`config.mk`:
```
export PLATFORM = sky130hd
export DESIGN_NAME = _fifo_r
export DESIGN_NICKNAME = d
export VERILOG_FILES = /design/src/rtl/_fifo_r_pkg.sv /design/src/rtl/_fifo_r_ptr.sv /design/src/rtl/_fifo_r.sv
export SDC_FILE = /design/constraint.sdc
export NUM_CORES = 1
export LEC_CHECK = 0
export CAP_MARGIN = 20
export CORE_MARGIN = 2
export CORE_UTILIZATION = 40
export CTS_BUF_LIST = sky130_fd_sc_hd__clkbuf_2
export CTS_CLUSTER_SIZE = 40
export DETAILED_ROUTE_END_ITERATION = 10
export DONT_BUFFER_PORTS = 1
export GPL_TIMING_DRIVEN = 0
export MAX_ROUTING_LAYER = met4
export SYNTH_ARGS = -nofsm -noshare
export SYNTH_HDL_FRONTEND = slang
export SYNTH_SLANG_ARGS = --single-unit
```
`constraint.sdc`:
```
create_clock -name clk -period 2.1 [get_ports clk]
set_input_delay 0.42 -clock clk [delete_from_list [all_inputs] [get_ports clk]]
set_output_delay 0.42 -clock clk [all_outputs]
set_load 0.01 [all_outputs]
```
`src/rtl/_fifo_r_pkg.sv`:
```
// Shared sizing constants and helpers for the _fifo_r show-ahead buffer.
package _fifo_r_pkg;

    localparam int WORD_LENGTH = 16;
    localparam int FIFO_DEPTH  = 4;

    // Address width of the storage array; pointers carry one extra wrap bit.
    function automatic int fifo_addr_w(input int depth);
        return $clog2(depth);
    endfunction

endpackage

```
`src/rtl/_fifo_r_ptr.sv`:
```
// Wrap-bit pointer counter: asynchronous active-high clear, +1 on posedge when inc is set.
module _fifo_ptr
    import _fifo_r_pkg::*;
#(
    parameter int W = 3
) (
    input  logic         clk,
    input  logic         rst,
    input  logic         inc,
    output logic [W-1:0] ptr
);

    localparam logic [W-1:0] ONE = W'(1);

    logic [W-1:0] ptr_q;
    logic [W-1:0] ptr_d;

    always_comb begin
        ptr_d = ptr_q;
        if (inc) begin
            ptr_d = ptr_q + ONE;
        end
    end

    always_ff @(posedge clk or posedge rst) begin
        if (rst) begin
            ptr_q <= '0;
        end else begin
            ptr_q <= ptr_d;
        end
    end

    assign ptr = ptr_q;

endmodule

```
`src/rtl/_fifo_r.sv`:
```
// Show-ahead synchronous FIFO with asynchronous reset; Q presents the oldest word while not empty.
// Optional occupancy port 'level' is built only when FIFO_LEVEL_EN is defined.
module _fifo_r
    import _fifo_r_pkg::*;
#(
    parameter  int n     = WORD_LENGTH,
    parameter  int DEPTH = FIFO_DEPTH,
    localparam int A     = fifo_addr_w(DEPTH)
) (
    input  logic         clk,
    input  logic         rst,
    input  logic         wr_en,
    input  logic [n-1:0] D,
    output logic         full,
    input  logic         rd_en,
    output logic [n-1:0] Q,
    output logic         empty
`ifdef FIFO_LEVEL_EN
    ,
    output logic [A:0]   level
`endif
);

    logic [n-1:0] mem [DEPTH];
    logic [A:0]   wp;
    logic [A:0]   rp;
    logic         wr_acc;
    logic         rd_acc;

    // Equal indices with differing wrap bits means the writer has lapped the reader.
    assign empty  = (wp == rp);
    assign full   = (wp[A-1:0] == rp[A-1:0]) && (wp[A] != rp[A]);
    assign wr_acc = wr_en && !full;
    assign rd_acc = rd_en && !empty;

    _fifo_ptr #(.W(A + 1)) u_wp (
        .clk (clk),
        .rst (rst),
        .inc (wr_acc),
        .ptr (wp)
    );

    _fifo_ptr #(.W(A + 1)) u_rp (
        .clk (clk),
        .rst (rst),
        .inc (rd_acc),
        .ptr (rp)
    );

    // Storage is deliberately left uncleared; only the pointers decide what is visible.
    always_ff @(posedge clk) begin
        if (wr_acc) begin
            mem[wp[A-1:0]] <= D;
        end
    end

    assign Q = empty ? '0 : mem[rp[A-1:0]];

`ifdef FIFO_LEVEL_EN
    assign level = wp - rp;
`endif

endmodule

```
Word-level counts from Yosys, hierarchy flattened
Memories as Yosys holds them, arrays and structs flattened.
Cells that the tools add are included.
Widths: inputs -> output; s select.
{"block": "word_totals", "register_bits": 6, "ram_bits": 64, "inputBits": 20, "out_inout_bits": 18, "elab_cells": 16, "mem_count": 1}
{"name": "mem", "depth": 4, "width": 16, "read_ports": 1, "rd_ports_with_merged_regs": 0, "write_ports": 1, "line_no": "_fifo_r.sv:24", "rtl": "logic [n-1:0] mem [DEPTH];"}
{"block": "classes", "n_addsub": 2, "eq_ne": 3, "n_mux": 3, "n_reduce_logical": 5}
{"cell": "$mux 16", "n": 1}
{"cell": "$add 3x1->3 const B", "n": 2}
{"cell": "$eq 3x3->1", "n": 1}
{"cell": "$logic_and 1x1->1", "n": 3}
{"cell": "$eq 2x2->1", "n": 1}
{"cell": "$logic_not 1->1", "n": 2}
{"cell": "$mux 1", "n": 2}
{"cell": "$ne 1x1->1", "n": 1}

Depth between registers and ports, before layout
{"block": "depth", "word_depth": 6, "mapped_depth": 5, "ltp_nobuf": 5}

Hierarchy
From an unflattened synthesis, not the netlist that was laid out.
{"block": "unflattened", "hier_cells": 140, "area_unflattened_um2": 2922.8}
{"mod": "_fifo_r", "n_inst": 1, "cells_per_inst": 122, "area_each_um2": 2667.6}
{"mod": "_fifo_ptr", "n_inst": 2, "cells_per_inst": 9, "area_each_um2": 127.6}

Least setup slack after synthesis
No wires, ideal clock.
{"block": "synth_path", "path_kind": "flip-flop to flip-flop", "from": "register u_rp.ptr_q[0] (netlist: u_rp.ptr[0])", "to": "memory mem[0][0] (netlist name), enable pin", "arrival_ns": 1.442, "setup_slack_ns": 0.284, "stages_incl_launch_ff": 6, "path_buffers": 2, "synth_period_minus_slack_ns": 1.816, "cell_sequence": "dfrtp_1 -> buf_6 -> buf_6 -> xnor2_2 -> nand3_1 -> and3_1"}
{"block": "synth_between", "elab_chain_cells": 6}
{"element": "start: declaration", "line_no": "_fifo_r_ptr.sv:15", "rtl": "logic [W-1:0] ptr_q;"}
{"element": "start signal: assignment", "line_no": "_fifo_r_ptr.sv:29", "rtl": "ptr_q <= ptr_d;"}
{"element": "$eq 2x2->1", "line_no": "_fifo_r.sv:32", "rtl": "assign full = (wp[A-1:0] == rp[A-1:0]) && (wp[A] != rp[A]);"}
{"element": "$logic_and 1x1->1", "line_no": "_fifo_r.sv:32"}
{"element": "$logic_not 1->1", "line_no": "_fifo_r.sv:33", "rtl": "assign wr_acc = wr_en && !full;"}
{"element": "$logic_and 1x1->1", "line_no": "_fifo_r.sv:33"}
{"element": "$mux 1", "line_no": "_fifo_r.sv:52", "rtl": "if (wr_acc) begin"}
{"element": "$mux 1 (implied by the code)", "line_no": "_fifo_r.sv:53", "rtl": "mem[wp[A-1:0]] <= D;"}
{"element": "end: declaration", "line_no": "_fifo_r.sv:24"}
Every way passes these cells.

Worst setup path in the final report
{"block": "layout_path", "from": "register u_rp.ptr_q[0] (netlist: u_rp.ptr[0])", "to": "output port Q[8]"}
{"block": "layout_between", "elab_chain_cells": 2, "elab_cells_between_ends": 3, "classes_between": "eq/ne (1); mux (1); memory (1)"}
{"element": "$mem_v2 4x16 / $eq 3x3->1 (equally long branches)"}
{"element": "$mux 16 *", "line_no": "_fifo_r.sv:57", "rtl": "assign Q = empty ? '0 : mem[rp[A-1:0]];"}
{"element": "end: declaration", "line_no": "_fifo_r.sv:16", "rtl": "output logic [n-1:0] Q,"}
Mark *: on every way between the ends. The rest lies on a longest branch, timed or not.

==> run_results.csv <==
group,metric,value,unit
run_status,status,"finished with violations",
run_status,violations,"setup timing",
placement,place_congestion,0.832,
worst_setup_path,crit_path_max_fanout,6,
timing,rsz0062_at_grt,"true",
clock_network,numClockSinks,70,
placement,place_hpwl,3500,microns
synthesis,seq_area_frac_synth,0.678,
die,die_height,91.4,microns
timing,max_slew_margin,0.680,
finish,layout-drive-gt1-share,0.423,
drt,vias,1512,
drt,finalWirelength,5760,microns
placement,dpl_worst_slack,-0.231,ns
synthesis,syn_inst,147,
clock_network,clk_latency,0.49,ns
clock_network,root_buffer,"clkbuf_2",
synthesis,syn_area,3060,sq um
finish,final_common_cell,"edfxtp_1",
flow_run,drv_cap,0,
timing,setup_ws,-0.200,ns
synthesis,synth.distinct_cells,26,
worst_setup_path,crit_required,1.68,ns
timing,clock.fmax,435,MHz
die,fp-row-count,31,
synthesis,yosysWarnings,0,
global_route,grt_usage,0.152,
synthesis,ys_seq_elements,70,
global_route,grt_pass1_wl,9010,microns
worst_setup_path,cp_data_arrival_time,1.88,ns
timing,slew_viol_final,0,
worst_setup_path,endpoint_kind,"output pin",
finish,final_cell_area,3770,sq um
die,dieWidth,91.4,microns
timing,period_share,1.10,
global_route,grt_pass1_vias,1629,
finish,antenna_cells,0,
timing,worstMarginPinSlew,0.480,ns
worst_setup_path,critPathMaxStageDelay,0.50,ns
clock_network,clkSlewWorstSetupHoldPaths,0.20,ns
placement,io_buffers,0,
placement,place_area,3200,sq um
power_and_ir_drop,pwr-share-seq,0.344,
power_and_ir_drop,p_sw_frac,0.357,
clock_network,cts_buffers,9,
finish,area_growth,23.4,%
power_and_ir_drop,power.share.clock,0.140,
drt,drt_iter0_drc,64,
power_and_ir_drop,p_leak,1.33,nW
die,core,7330,sq um
power_and_ir_drop,p_sw,2.15,mW
clock_network,cts_tree,"yes",
drt,drc,0,
timing,min_period,2.30,ns
power_and_ir_drop,total_power,6.02,mW
clock_network,ctsHtreeMaxLevel,3,
drt,viasPerCell,5.16,
global_route,antenna_found_initial,0,
synthesis,ys.flop_type,"edfxtp_1",
synthesis,async_reset_ff_frac,0.0857,
synthesis,syn_area_per_cell,20.8,sq um
power_and_ir_drop,p_per_area,1600,nW/um^2
global_route,overflow,0,
worst_setup_path,crit_path_top_delay_cell,"mux4_2",
global_route,grt_max_degree,17,
worst_setup_path,worst-setup-path-type,"flip-flop to output pin",
hold_path,hold_class,"input port to flip-flop",
power_and_ir_drop,ir_drop,0.575,mV
timing,fin_skew,0.0248,ns
timing,setup_tns,-3.21,ns
die,dieArea,8360,sq um
worst_setup_path,path_cells,"buf_12, buf_16, mux4_2, nor2b_4",
finish,final_cell_mix,"edfxtp_1, dlygate4sd3_1, mux4_2, nor2b_4, clkbuf_2",
synthesis,synth_nets,172,
power_and_ir_drop,internal-power,3.87,mW
drt,ant_nets,0,
power_and_ir_drop,combPwrFrac,0.516,
clock_network,cts_max_path_buffers,2,
timing,finalSetupViolCount,18,
drt,dr.pass1.iters,4,
die,io_pins,38,
drt,drt-wirelength-per-cell,19.7,microns
timing,finalHoldViolCount,0,
die,start_util,0.417,
timing,worst_hold_slack,0.0597,ns
synthesis,synth_edf_count,64,
worst_setup_path,start_kind,"flip-flop",
finish,nNetsFinal,214,
-- repair_timing --
item                                    CTS  global route
gates cloned                              1             1
hold buffers                             17             0
pin swaps                                 1             2
endpoints found under the setup margin   75            18
hold endpoints to repair                 70             0
gates resized for setup                  51            12
buffers inserted                          7             4
-- worst max-delay path: cells and delay by family (launching register included) --
| kind | cells | cell delay, ns |
|---|---|---|
| buffers and inverters | 2 | 0.29 |
| muxes | 1 | 0.50 |
| and+or+nand+nor | 1 | 0.15 |
| DFF | 1 | 0.44 |
-- power groups by stage --
stage / Clock [mW] / Combinational (mW) / Sequential (mW)
6_report: 0.845 / 3.10 / 2.07
5_1_grt: 0.916 / 3.30 / 2.10
4_1_cts: 0.866 / 2.78 / 2.05
3_5_place_dp: 0 / 2.14 / 2.05
3_3_place_gp: 0 / 2.06 / 2.02
2_1_floorplan: 0 / 1.73 / 2.00
-- routing by layer --
layer | share of wire | routed length (microns) | GRT usage | vias to the layer above
met5 | 0 | 0 | - | -
met4 | 0.023 | 131 | 0.0833 | 0
met3 | 0.058 | 333 | 0.0390 | 12
met2 | 0.53 | 3030 | 0.247 | 54
met1 | 0.39 | 2270 | 0.173 | 782
li1 | - | - | - | 664
-- logic make-up (layout without fill, tap and decap cells) --
family          count (synthesis)  count (layout)  share of synthesized area
xor+xnor                       10              10                     0.0397
mux                            16              16                      0.138
simple gates                   24              24                     0.0733
flops                          70              70                      0.678
fa+ha+maj                       5               5                     0.0205
compound gates                 12              12                     0.0282
buf+inv                        10              57                     0.0229
-- area by class of cell --
| type | count | area (sq um) |
|---|---|---|
| Inverter | 5 | 18.8 |
| Clock buffer | 9 | 45.0 |
| Tap cell | 99 | 124 |
| Fill cell | 574 | 3560 |
| Clock inverter | 7 | 88.8 |
| Buffer | 5 | 76.3 |
| Timing Repair Buffer | 31 | 367 |
| Multi-Input combinational cell | 67 | 973 |
| Sequential cell | 70 | 2080 |
-- through the flow --
step / util / cells
2_1_floorplan: - / 147
5_1_grt: 0.514 / 293
3_3_place_gp: 0.434 / 246
3_5_place_dp: 0.436 / 247
6_report: 0.514 / 293
4_1_cts: 0.499 / 288
-- path summary, 6_finish.rpt --
| kind | slack (ns) | endpoint | depth (start not counted) | start |
|---|---|---|---|---|
| worst max-delay path | -0.20 | Q[8] | 4 | u_rp.ptr[0] |
| worst min-delay path | 0.06 | u_wp.ptr[0] | 2 | wr_en |
| worst max register to register | 0.09 | mem[3][8] | 7 | u_rp.ptr[0] |
| worst min register to register | 0.58 | u_wp.ptr[2] | 1 | u_wp.ptr[2] |
| max in group asynchronous | 1.62 | u_wp.ptr[1] | 2 | rst |
| min in group asynchronous | 0.25 | u_rp.ptr[0] | 2 | rst |
-- cells in the mapped netlist, types with 2 or more instances --
| master | number | area share |
|---|---|---|
| a211oi_1 | 2 | 0.0049 |
| nand2b_1 | 2 | 0.0041 |
| and3_1 | 3 | 0.0061 |
| a21oi_1 | 4 | 0.0065 |
| xor2_1 | 2 | 0.0057 |
| mux4_1 | 16 | 0.14 |
| edfxtp_1 | 64 | 0.63 |
| ha_1 | 5 | 0.020 |
| o31ai_1 | 4 | 0.0098 |
| dfrtp_1 | 6 | 0.049 |
| xnor2_1 | 5 | 0.014 |
| nor2b_4 | 9 | 0.041 |
| nor2b_1 | 7 | 0.014 |
| buf_6 | 2 | 0.0074 |
| inv_1 | 5 | 0.0061 |
-- state kept, by name (all words and copies together) (netlist names) --
| register | flops |
|---|---|
| mem | 64 |
| u_rp.ptr | 3 |
| u_wp.ptr | 3 |
Note: power is estimated with default switching activity, not from simulation.
